[src/rtl/adex_spike_pkg.sv]
// Shared defaults and types for the AdEx spike ISI logger slice.
package adex_spike_pkg;

   localparam int TS_W_DEF  = 8;
   localparam int DEPTH_DEF = 8;
   localparam int PRE_W_DEF = 4;
   localparam int RATE_WIN  = 256;

   localparam logic [TS_W_DEF-1:0] ISI_MAX = TS_W_DEF'((1 << TS_W_DEF) - 1);

   typedef logic [TS_W_DEF-1:0] isi_t;

endpackage

[src/rtl/adex_isi_fifo.sv]
// Generic first-word-fall-through FIFO with flush, drop-on-full and a sticky overflow flag.
module adex_isi_fifo #(
   parameter int W     = 8,
   parameter int DEPTH = 8
) (
   input  logic                     clk,
   input  logic                     rst_n,
   input  logic                     flush,
   input  logic                     push,
   input  logic [W-1:0]             push_data,
   input  logic                     pop,
   output logic [W-1:0]             head,
   output logic                     empty,
   output logic                     full,
   output logic [$clog2(DEPTH):0]   count,
   output logic                     overflow
);

   localparam int AW = $clog2(DEPTH);

   logic [W-1:0]  mem [DEPTH];
   logic [AW-1:0] wr_ptr;
   logic [AW-1:0] rd_ptr;
   logic          push_en;
   logic          pop_en;

   assign empty   = (count == '0);
   assign full    = (count == (AW+1)'(DEPTH));
   assign pop_en  = pop & ~empty;
   // A pop in the same cycle frees the slot, so a push at full still lands.
   assign push_en = push & (~full | pop_en);

   // NOTE: sequential state uses non-blocking assignments so every register samples pre-edge values.
   always_ff @(posedge clk or negedge rst_n) begin
      if (!rst_n) begin
         wr_ptr   <= '0;
         rd_ptr   <= '0;
         count    <= '0;
         overflow <= 1'b0;
      end else if (flush) begin
         wr_ptr   <= '0;
         rd_ptr   <= '0;
         count    <= '0;
         overflow <= 1'b0;
      end else begin
         if (push_en) wr_ptr <= wr_ptr + AW'(1);
         if (pop_en)  rd_ptr <= rd_ptr + AW'(1);
         if (push_en && !pop_en)      count <= count + (AW+1)'(1);
         else if (pop_en && !push_en) count <= count - (AW+1)'(1);
         if (push && !push_en) overflow <= 1'b1;
      end
   end

   // NOTE: storage has no reset; entries are only visible through the reset-controlled pointers.
   always_ff @(posedge clk) begin
      if (push_en) mem[wr_ptr] <= push_data;
   end

   assign head = empty ? '0 : mem[rd_ptr];

endmodule

[src/rtl/adex_spike_isi_logger.sv]
// Spike edge detector and inter-spike-interval logger with host FIFO readout.
// Optional spike-rate window counter enabled by defining ADEX_SPIKE_RATE_EN.
module adex_spike_isi_logger
   import adex_spike_pkg::*;
#(
   parameter int TS_W  = TS_W_DEF,
   parameter int DEPTH = DEPTH_DEF,
   parameter int PRE_W = PRE_W_DEF
) (
   input  logic                     clk,
   input  logic                     rst_n,
   input  logic                     spike_i,
   input  logic [PRE_W-1:0]         prescale_i,
   input  logic                     clear_i,
   input  logic                     ev_ready_i,
   output logic                     ev_valid_o,
   output logic [TS_W-1:0]          ev_data_o,
   output logic [$clog2(DEPTH):0]   count_o,
   output logic                     overflow_o,
   output logic [7:0]               rate_o
);

   logic             spike_q;
   logic             spk_edge;
   logic             push;
   logic             tick;
   logic             fifo_empty;
   logic             fifo_full;
   logic [PRE_W-1:0] pre_cnt;
   logic [PRE_W-1:0] pre_lim;
   logic [TS_W-1:0]  isi_cnt;
   logic [TS_W-1:0]  isi_now;

   assign spk_edge = spike_i & ~spike_q;
   assign push     = spk_edge & ~clear_i;
   // pre_lim shadows prescale_i so a new setting only applies from the next wrap.
   assign tick     = (pre_cnt == pre_lim);
   assign isi_now  = (tick && isi_cnt != '1) ? isi_cnt + TS_W'(1) : isi_cnt;

   // spike_q ignores clear so a level held across a flush is not logged twice.
   always_ff @(posedge clk or negedge rst_n) begin
      if (!rst_n) spike_q <= 1'b0;
      else        spike_q <= spike_i;
   end

   always_ff @(posedge clk or negedge rst_n) begin
      if (!rst_n) begin
         pre_cnt <= '0;
         pre_lim <= '0;
         isi_cnt <= '0;
      end else if (clear_i) begin
         pre_cnt <= '0;
         pre_lim <= '0;
         isi_cnt <= '0;
      end else begin
         if (tick) begin
            pre_cnt <= '0;
            pre_lim <= prescale_i;
         end else begin
            pre_cnt <= pre_cnt + PRE_W'(1);
         end
         isi_cnt <= spk_edge ? '0 : isi_now;
      end
   end

   adex_isi_fifo #(
      .W     (TS_W),
      .DEPTH (DEPTH)
   ) u_fifo (
      .clk       (clk),
      .rst_n     (rst_n),
      .flush     (clear_i),
      .push      (push),
      .push_data (isi_now),
      .pop       (ev_ready_i),
      .head      (ev_data_o),
      .empty     (fifo_empty),
      .full      (fifo_full),
      .count     (count_o),
      .overflow  (overflow_o)
   );

   assign ev_valid_o = ~fifo_empty;

`ifdef ADEX_SPIKE_RATE_EN
   localparam int WIN_W = $clog2(RATE_WIN);

   logic [WIN_W-1:0] win_cnt;
   logic [7:0]       spk_cnt;
   logic [7:0]       spk_inc;
   logic [7:0]       rate_q;
   logic             win_wrap;

   assign win_wrap = tick & (win_cnt == '1);
   assign spk_inc  = (spk_edge && spk_cnt != 8'hFF) ? spk_cnt + 8'd1 : spk_cnt;

   always_ff @(posedge clk or negedge rst_n) begin
      if (!rst_n) begin
         win_cnt <= '0;
         spk_cnt <= '0;
         rate_q  <= '0;
      end else if (clear_i) begin
         win_cnt <= '0;
         spk_cnt <= '0;
         rate_q  <= '0;
      end else begin
         if (tick) win_cnt <= win_cnt + WIN_W'(1);
         if (win_wrap) begin
            rate_q  <= spk_inc;
            spk_cnt <= {7'd0, spk_edge};
         end else begin
            spk_cnt <= spk_inc;
         end
      end
   end

   assign rate_o = rate_q;
`else
   assign rate_o = '0;
`endif

   logic unused_full;
   assign unused_full = fifo_full;

endmodule

[config.mk]
export PLATFORM = sky130hd
export DESIGN_NAME = adex_spike_isi_logger
export DESIGN_NICKNAME = d
export VERILOG_FILES = /design/src/rtl/adex_spike_pkg.sv /design/src/rtl/adex_isi_fifo.sv /design/src/rtl/adex_spike_isi_logger.sv
export SDC_FILE = /design/constraint.sdc
export NUM_CORES = 1
export LEC_CHECK = 0
export CORE_MARGIN = 2
export CORE_UTILIZATION = 40
export CTS_CLUSTER_DIAMETER = 120
export CTS_CLUSTER_SIZE = 8
export DETAILED_ROUTE_END_ITERATION = 10
export SETUP_SLACK_MARGIN = 0.2
export SLEW_MARGIN = 20
export SYNTH_ARGS = -nofsm -noshare
export SYNTH_HDL_FRONTEND = slang
export SYNTH_SLANG_ARGS = --single-unit
[constraint.sdc]
create_clock -name clk -period 2.9 [get_ports clk]
set_input_delay 0.58 -clock clk [delete_from_list [all_inputs] [get_ports clk]]
set_output_delay 0.58 -clock clk [all_outputs]
set_load 0.02 [all_outputs]
# == Yosys cells after proc, flatten, opt, wreduce, memory -nomap -nowiden ==
# Memories as Yosys holds them, arrays and structs flattened.
# Cells that the tools add are included.
# totals
ff_bits,28
latchBits,0
ramBits,64
romBits,0
inputBits,9
out_inout_bits,22
elab_cells,58
memories,1
# mem_list
name,words,word_bits,rd,rd_ports_with_merged_regs,wr,line_no,text
u_fifo.mem,8,8,1,0,1,adex_isi_fifo.sv:21,logic [W-1:0] mem [DEPTH];
# op_classes
add_sub_neg,6
mul,0
div,0
n_lt_le_gt_ge,0
eq_ne,3
shift,0
mux,19
bitwise_logic,9
reduce_logical,12
# op_table
cell,n
8-bit 2-to-1 mux,4
4-bit 2-to-1 mux,7
3-bit 2-to-1 mux,4
4-bit by 1-bit adder with 4-bit output (second input constant),2
8-bit by 1-bit adder with 8-bit output (second input constant),1
8-bit inequality test (second input constant),1
2-bit nonzero test,4
3-bit by 1-bit adder with 3-bit output (second input constant),2
1-bit bitwise AND,4
4-bit == test,1
4-bit == test (second input constant),1
1-bit logical AND,4
4-bit zero test,1
1-bit 2-to-1 mux,4
1-bit inverter,4
4-bit by 1-bit subtractor with 4-bit output (second input constant),1
3-bit nonzero test,1
1-bit zero test,2
1-bit OR,1

# == Logic depth before layout (Yosys ltp) ==
# logic_depth
ltp_word,10
depth_mapped,8
mapped_depth_nobuf,8

# == Cells and area by module ==
# Synthesis repeated with hierarchy kept, for this count alone.
# unflattened
hier_cells,284
hier_area_um2,4120.2
# modules_own_cells
module,instances,cells_per_inst,area_each_um2,seq_area_each_um2
adex_isi_fifo,1,178,3128.0,2197.1
adex_spike_isi_logger,1,106,992.2,425.4

# == Worst setup path before layout ==
# OpenSTA, ideal clock, no wires.
# synth_timing
path_kind,input to register
from,in spike_i
to,"mem u_fifo.mem[0][0], enable pin"
setup_time_ps,383
arrival_ps,2110
required_ps,2517
path_slack_ps,407
path_stages,4
path_buffers,0
cell_sequence,nor2b_1 o31ai_4 or3_1 nor3_1
# synth_between
elab_chain_cells,5
# synth_rtl
item,line_no,text
from (decl),adex_spike_isi_logger.sv:12,"input logic spike_i,"
1-bit bitwise AND,adex_spike_isi_logger.sv:34,assign spk_edge = spike_i & ~spike_q;
1-bit bitwise AND,adex_spike_isi_logger.sv:35,assign push = spk_edge & ~clear_i;
1-bit bitwise AND,adex_isi_fifo.sv:31,assign push_en = push & (~full | pop_en);
1-bit 2-to-1 mux,adex_isi_fifo.sv:56,if (push_en) mem[wr_ptr] <= push_data;
1-bit 2-to-1 mux (implied by the code),adex_isi_fifo.sv:56,
to (decl),adex_isi_fifo.sv:21,
# No other way between the ends.

# == Worst setup path in the final report ==
# layout_timing
from,reg u_fifo.rd_ptr[0]
to,out ev_data_o[4]
# layout_between
elab_chain_cells,2
# layout_rtl
item,line_no,text
from (decl),adex_isi_fifo.sv:23,logic [AW-1:0] rd_ptr;
from (signal assigned),adex_isi_fifo.sv:47,if (pop_en) rd_ptr <= rd_ptr + AW'(1);
memory 8 x 8 bit,n/a,
8-bit 2-to-1 mux,adex_isi_fifo.sv:59,assign head = empty ? '0 : mem[rd_ptr];
to (decl),adex_spike_isi_logger.sv:17,"output logic [TS_W-1:0] ev_data_o,"
# No other way between the ends.

==> impl_metrics.env <==
export IMPL_status="finished, final reports clean"
export IMPL_synth_distinct_cells=47
export IMPL_syn_area_per_cell_um2=14.9
export IMPL_hold_end="u_fifo.overflow$_DFFE_PN0P_"
export IMPL_period_needed_ps=2600
export IMPL_routed_wl_um=7500
export IMPL_worstSetupEndpointType="output port"
export IMPL_rsz0062_at_grt="false"
export IMPL_wl_per_cell_um=16.4
export IMPL_ys_ff_latch=92
export IMPL_rows=36
export IMPL_diodes=0
export IMPL_finalMaxSlewViolations=0
export IMPL_yosys_area_top_type="edfxtp_1"
export IMPL_critPathLaunchType="flop"
export IMPL_die_area_mm2=0.0110
export IMPL_timing_reg2reg_setup_slack_ps=600
export IMPL_first_pass_iters=4
export IMPL_final_area_mm2=0.00476
export IMPL_post_route_drc_count=0
export IMPL_crit_required_ps=2320
export IMPL_numCtsBuffers=9
export IMPL_die_w_um=105
export IMPL_drive_above_1_share_pct=22.0
export IMPL_grt_max_degree=29
export IMPL_hold_start="u_fifo.overflow$_DFFE_PN0P_"
export IMPL_grt_pass1_wl_um=12000
export IMPL_syn_area_mm2=0.00406
export IMPL_synth_top_cell_area_share_pct=47.3
export IMPL_path_class="reg2out"
export IMPL_finClkSkew_ps=11.4
export IMPL_hold_path_class="reg2reg"
export IMPL_fin_crit_sh_pct=89.6
export IMPL_seq_area_frac_synth_pct=64.5
export IMPL_setup_violations=0
export IMPL_grt_overflow=0
export IMPL_cts_root_buffer="clkbuf_8"
export IMPL_max_cap_viol_count=0
export IMPL_place_area_mm2=0.00454
export IMPL_track_usage_pct=14.4
export IMPL_coreArea_mm2=0.00982
export IMPL_p_per_area_mw_per_mm2=771
export IMPL_finalPower_mw=3.67
export IMPL_drt_iter0_markers=104
export IMPL_synth_area_leaders="edfxtp_1 (47%), dfrtp_1 (17%), mux4_2 (8.9%)"
export IMPL_clock_latency_ps=350
export IMPL_cp_data_arrival_time_ps=2020
export IMPL_tns_ps=0
export IMPL_portBuffers=22
export IMPL_ff2ff_path_depth=9
export IMPL_holdWs_ps=526
export IMPL_worstPathMaxFanout=9
export IMPL_synth_warning_count=0
export IMPL_finalHoldViolCount=0
export IMPL_fmax_mhz=385
export IMPL_vias_per_cell=4.99
export IMPL_ios=31
export IMPL_power_leakage_nw=1.74
export IMPL_cts_sinks=92
export IMPL_hold_depth=2
export IMPL_async_flop_share_pct=30.4
export IMPL_gp_congestion=0.742
export IMPL_max_slew_margin_rel_pct=44.0
export IMPL_cts_tree="built"
export IMPL_grt_pass1_vias=2275
export IMPL_worst_slew_pin_transition_ps=837
export IMPL_die_h_um=105
export IMPL_start_util_pct=41.4
export IMPL_peakVddDrop_mv=0.450
export IMPL_synth_edff_count=64
export IMPL_hpwlAfterDp_um=4860
export IMPL_htree_levels=3
export IMPL_ys_flop_type="edfxtp_1"
export IMPL_r2r_end="u_fifo.count[3]$_DFFE_PN0P_"
export IMPL_area_growth_syn_to_layout_pct=17.2
export IMPL_num_vias=2275
export IMPL_nets=334
export IMPL_antenna_found_initial=0
export IMPL_syn_inst=272
export IMPL_ant_nets=0
export IMPL_hold_buffers=0
export IMPL_r2r_start="u_fifo.count[0]$_DFFE_PN0P_"
export IMPL_clk_pin_slew_ps=100
export IMPL_cts_buffer_depth=2
## flip-flops by register name (all words and copies together), names as in the netlist
signal and flops:
u_fifo.count 4, u_fifo.overflow 1, spike_q 1, pre_lim 4
isi_cnt 8, u_fifo.wr_ptr 3, pre_cnt 4, u_fifo.mem 64
u_fifo.rd_ptr 3
## synth_stat cells, types with 2 or more instances
master / instances
ha_1: 6
a31oi_1: 3
mux2i_1: 10
nand2b_1: 3
nor3_1: 4
o21ai_1: 2
dfrtp_1: 28
nor3b_1: 2
xor2_1: 10
nand2_1: 15
nor2_1: 34
xnor2_1: 7
buf_2: 3
inv_1: 7
a21oi_1: 7
edfxtp_1: 64
buf_4: 9
nand3_1: 5
clkbuf_1: 2
mux4_2: 16
nor2b_1: 9
## critical path: stages, from the launching register on
cell and delay [ps]:
dfrtp_2 440, buf_12 160, mux4_2 520, mux2i_2 180, nor2_1 50, dlygate4sd2_1 310
## metal layers
layer | part of all wire (%) | wire length, um | vias to the layer above | global-route usage, %
met5 | 0 | 0 | - | 0
met4 | 2.6 | 193 | 0 | 6.67
met3 | 3.7 | 280 | 12 | 2.99
met2 | 50 | 3750 | 48 | 23.1
met1 | 44 | 3270 | 1135 | 18.8
li1 | - | - | 1080 | -
## worst max-delay path by stage
stage	startpoint	end	cells past startpoint
after floorplan	spike_i	u_fifo.mem[0][0]$_DFFE_PP_	4
after global placement	spike_i	u_fifo.mem[0][1]$_DFFE_PP_	7
after detailed placement	spike_i	u_fifo.mem[0][3]$_DFFE_PP_	7
after CTS	u_fifo.count[2]$_DFFE_PN0P_	ev_valid_o	5
after global routing	u_fifo.count[2]$_DFFE_PN0P_	ev_data_o[0]	5
final	u_fifo.rd_ptr[0]$_DFFE_PN0P_	ev_data_o[4]	5
## cell families (layout without fill, tap and decap cells)
kind of cell / count (synthesis) / count (layout) / share of synthesized area (%)
flops: 92 / 92 / 64.5
buf+inv: 23 / 67 / 3.08
xor+xnor: 17 / 17 / 3.66
fa+ha+maj: 7 / 7 / 2.34
compound gates: 20 / 20 / 3.94
mux: 27 / 27 / 11.6
simple gates: 85 / 85 / 10.7
other cells: 1 / 8 / 0.0923
## power breakdown
| part | leakage, nW | switching [mW] | internal (mW) |
|---|---|---|---|
| clock | 0.0962 | 0.498 | 0.337 |
| sequential | 0.936 | 0.0972 | 1.55 |
| combinational | 0.705 | 0.673 | 0.520 |
| total | 1.74 | 1.27 | 2.41 |
## cells in the final DEF (no fill, tap or decap), types with 2 or more instances in the layout
cell and instances:
a21oi_1 7, edfxtp_1 64, xor2_1 10, ha_1 6
inv_1 7, o21ai_1 2, nor2b_1 9, nor3b_1 2
nand2_1 15, mux4_2 16, inv_6 2, inv_8 3
nor2_1 34, nor3_1 4, buf_4 19, dfrtp_1 26
clkbuf_8 9, xnor2_1 7, clkdlybuf4s50_1 13, a31oi_1 3
nand3_1 5, mux2i_1 9, dlygate4sd2_1 8, conb_1 8
nand2b_1 3, dfrtp_2 2
## per-stage QoR
step	setup slack (ps)	util, %	cells
after global routing	205	48.5	456
after global placement	398	46.2	438
after detailed placement	365	46.2	438
final	301	48.5	456
after floorplan	407	-	279
after CTS	250	48.1	454
## layout make-up
cell class / count / area, um2
fillers: 897 / 5050
flip-flops and latches: 92 / 2630
multi-input cells: 164 / 1350
repair buffers: 44 / 409
well taps: 133 / 166
clock buffers: 9 / 124
clock inverters: 7 / 67.6
inverters: 7 / 26.3
## timing repair
action | in CTS | in global routing
setup endpoints to repair | 9 | 9
gates cloned | 0 | 1
buffers inserted | 0 | 1
endpoints found under the hold margin | 0 | 0
resized for setup | 10 | 4
Note: power is estimated with default switching activity, not from simulation.
==> patch 1 (config.mk and constraints unchanged) <==
The package constant `PRE_W_DEF` goes from 4 to 3.
--- a/src/rtl/adex_spike_pkg.sv
+++ b/src/rtl/adex_spike_pkg.sv
@@ -3,7 +3,7 @@
 
    localparam int TS_W_DEF  = 8;
    localparam int DEPTH_DEF = 8;
-   localparam int PRE_W_DEF = 4;
+   localparam int PRE_W_DEF = 3;
    localparam int RATE_WIN  = 256;
 
    localparam logic [TS_W_DEF-1:0] ISI_MAX = TS_W_DEF'((1 << TS_W_DEF) - 1);
Interface: changed (resized prescale_i); port bits go from 31 to 30. No check against the original RTL was run, so the function may have changed too.
==> patch 1 against the unedited design <==
Sequential cell count fell by 2; non-clock buffer count is the same; routed wire length shrank 4.4%; register-to-register slack worse by 20 ps; final area is 2.4% lower; first-iteration DRC count down 20%; critical path depth unchanged; die area decreased by 2.4%; area after synthesis down 2.5%; worst setup slack better by 27 ps; total power up 1.1%.
==> patch 1: results (changes against the unedited design) <==
metric,value,unit,change
CP max FO,18,,was 9
hold path depth,1,,was 2
dpl cells,427,,was 438
Worst slew margin,49.58,%,was 43.95%
largest registers,"u_fifo.mem: 64 flops, isi_cnt: 8 flops, u_fifo.count: 4 flops",,"was u_fifo.mem: 64 flops, isi_cnt: 8 flops"
Multi-input gate area,1291,µm²,was 1346 µm²
final net count,320,,was 334
GP Congestion,0.8055,,was 0.7418
Leak,1.668,nW,was 1.737 nW
area delta synth->final,17.40,%,was 17.24%
asr flop ratio synth,28.89,%,was 30.43%
Compound-Gate Fraction of Synth Area,3.852,%,was 3.941%
xor/xnor share of the synthesized area,2.873,%,was 3.664%
Post-DP HPWL,4741,µm,was 4861 µm
Seq Cell Count,90,,was 92
layout cell share with drive strength beyond 1,20.65,%,was 21.98%
largest net degree at the start of global routing,27,,was 29
dpl cell area,4448,µm²,was 4541 µm²
DR iter-0 viols,83,,was 104
Seq pwr share,44.1,%,was 44.8%
top cells by instance count after synthesis,"edfxtp_1 (64), nor2_1 (31), dfrtp_1 (26)",,"was edfxtp_1 (64), nor2_1 (34), dfrtp_1 (28)"
post-synthesis mux area share,12.95,%,was 11.61%
Netlist cell types,45,,was 47
status,"complete, no violations",,unchanged
CLK BUF,11,,was 9
Synth Area in Adders,2.400,%,was 2.340%
"reg-to-reg slack, setup",580,ps,was 600 ps
Total Routing Usage GR,14.23,%,was 14.39%
Reg area,2574,µm²,was 2625 µm²
register area share after synthesis,64.92,%,was 64.53%
Clk network pwr share,24.6,%,was 22.7%
## patch 1: worst min path at each step
stage,startpoint,end,slack (ps)
after detailed placement,pre_cnt[0],pre_cnt[0],480
after global routing,pre_cnt[0],pre_cnt[0],510
after floorplan,rst_n,isi_cnt[0],280
final,pre_cnt[0],pre_cnt[0],490
after CTS,pre_cnt[0],pre_cnt[0],490
after global placement,pre_cnt[0],pre_cnt[0],480
## patch 1: what timing repair did
action | CTS | global route
endpoints found under the setup margin | 9 | 9
gates resized for setup | 9 | 2
buffers inserted | 0 | 0
## patch 1: metal layers
layer  track usage [%]  vias up  share of wire, %
li1                  -     1044                 -
met1             19.36     1136                47
met2             22.71       39                49
met3             2.706        6               3.1
met4             5.792        0              0.95
met5                 0        -                 0
## patch 1: critical path, cell delays in order (launching register included)
cell           delay, ps
dfrtp_1              380
buf_12               200
mux4_2               530
mux2i_1              150
nor2_1                50
dlygate4sd2_1        310
==> patch 2 (same settings) <==
Made on the original files. Add an input register stage for `prescale_i`, with the module's reset; this delays it by one clock. The other inputs are not delayed to match.
--- a/src/rtl/adex_spike_isi_logger.sv
+++ b/src/rtl/adex_spike_isi_logger.sv
@@ -19,6 +19,16 @@
    output logic                     overflow_o,
    output logic [7:0]               rate_o
 );
+
+   logic [PRE_W-1:0] prescale_q;
+
+   always_ff @(posedge clk or negedge rst_n) begin
+      if (!rst_n) begin
+         prescale_q <= '0;
+      end else begin
+         prescale_q <= prescale_i;
+      end
+   end
 
    logic             spike_q;
    logic             spk_edge;
@@ -55,7 +65,7 @@
       end else begin
          if (tick) begin
             pre_cnt <= '0;
-            pre_lim <= prescale_i;
+            pre_lim <= prescale_q;
          end else begin
             pre_cnt <= pre_cnt + PRE_W'(1);
          end
Function: changed (a bounded check fails within 4 cycles, from zero or initial values and one cycle with rst_n low).
==> patch 2 against the unedited design <==
Worst setup slack improved by 27 ps; clock skew increased by 3.6 ps; area after synthesis increased by 2.5%; fmax increased by 1.1%; sequential cell count increased by 4; final area increased by 1.3%; routed wire length decreased by 2.3%; synthesized cell count increased by 1.5%; register-to-register slack got worse by 160 ps; total power increased by 0.57%; first-iteration DRC count decreased by 13%; critical path depth unchanged; count of clock-buffer cells in the layout unchanged.
==> patch 2: results (changes against the unedited design) <==
metric,value,unit,change
status,"complete, no violations",,unchanged
setup slack at placement,284.1,ps,was 364.9 ps
final cell count without fillers,460,,was 456
GP Congestion,0.7706,,was 0.7418
fillers,944,,was 897
first-pass GRT wire length,12280,µm,"was 12,030 µm"
met3 usage,2.269,%,was 2.994%
DR iter-0 viols,90,,was 104
Netlist cell types,47,,unchanged
hold_sp,prescale_q[2],,was u_fifo.overflow
dpl cells,442,,was 438
Leak,1.763,nW,was 1.737 nW
Post-DP HPWL,4889,µm,was 4861 µm
asr flop ratio synth,33.33,%,was 30.43%
slew at the pin with the worst max-slew slack,758.7,ps,was 836.8 ps
final net count,335,,was 334
Total Routing Usage GR,14.34,%,was 14.39%
Synth Area per Inst,15.09,µm²,was 14.94 µm²
dpl cell area,4622,µm²,was 4541 µm²
met1 wire length,3620,µm,was 3268 µm
final hold slack,505.0,ps,was 525.8 ps
Non-clk bufs,41,,was 44
Clock-cell share,4.068,%,was 4.018%
CTS sink cnt,96,,was 92
post-layout util,47.19,%,was 48.52%
CP max FO,18,,was 9
critical path endpoint,ev_data_o[5],,was ev_data_o[4]
sequential share of cell area,56.44,%,was 55.09%
met1 Usage GRT,20.61,%,was 18.78%
WL met2,3399,µm,was 3753 µm
Worst path max stage delay,520,ps,about the same
GR Util met2,22.44,%,was 23.14%
vias in the first global route,2324,,"was 2,275"
Mapped Cells,276,,was 272
maximum vdd drop,0.4043,mV,was 0.4496 mV
largest net degree at the start of global routing,33,,was 29
Worst Hold End,pre_lim[2],,was u_fifo.overflow
WL met3,192,µm,was 280 µm
routed wire length,7324,µm,was 7496 µm
Critical-path top delay cell,mux4_2,,unchanged
CP arrival,1990,ps,was 2020 ps
"reg-to-reg slack, setup",440,ps,was 600 ps
Clock transition at path regs,100,ps,about the same
drt via density,4.902,,was 4.989
layout cell share with drive strength beyond 1,20.68,%,was 21.98%
register area share after synthesis,65.38,%,was 64.53%
NonClk Buf Share,7.541,%,was 8.587%
==> patch 2: cell types whose count changed after synthesis, sizes merged <==
cell   delta
dfrtp     +4
==> patch 2: report_power, final <==
group          leakage, nW  internal [mW]  total (mW)  switching [mW]
sequential           0.983           1.61        1.70          0.0989
combinational        0.683          0.494        1.14           0.644
clock               0.0970          0.339       0.852           0.514
total                 1.76           2.44        3.70            1.26
==> patch 2: cell families after synthesis <==
logic type      count (synthesis)  synth area share (%)
compound gates                 20                 3.846
mux                            27                 11.33
simple gates                   85                 10.49
fa+ha+maj                       7                 2.284
flops                          96                 65.38
other cells                     1               0.09006
xor+xnor                       17                 3.576
buf+inv                        23                 3.005
==> patch 2: timing repair <==
item	4_1_cts	5_1_grt
setup endpoints to repair	9	9
resized for setup	10	2
hold endpoints to repair	0	0
setup buffers	0	2
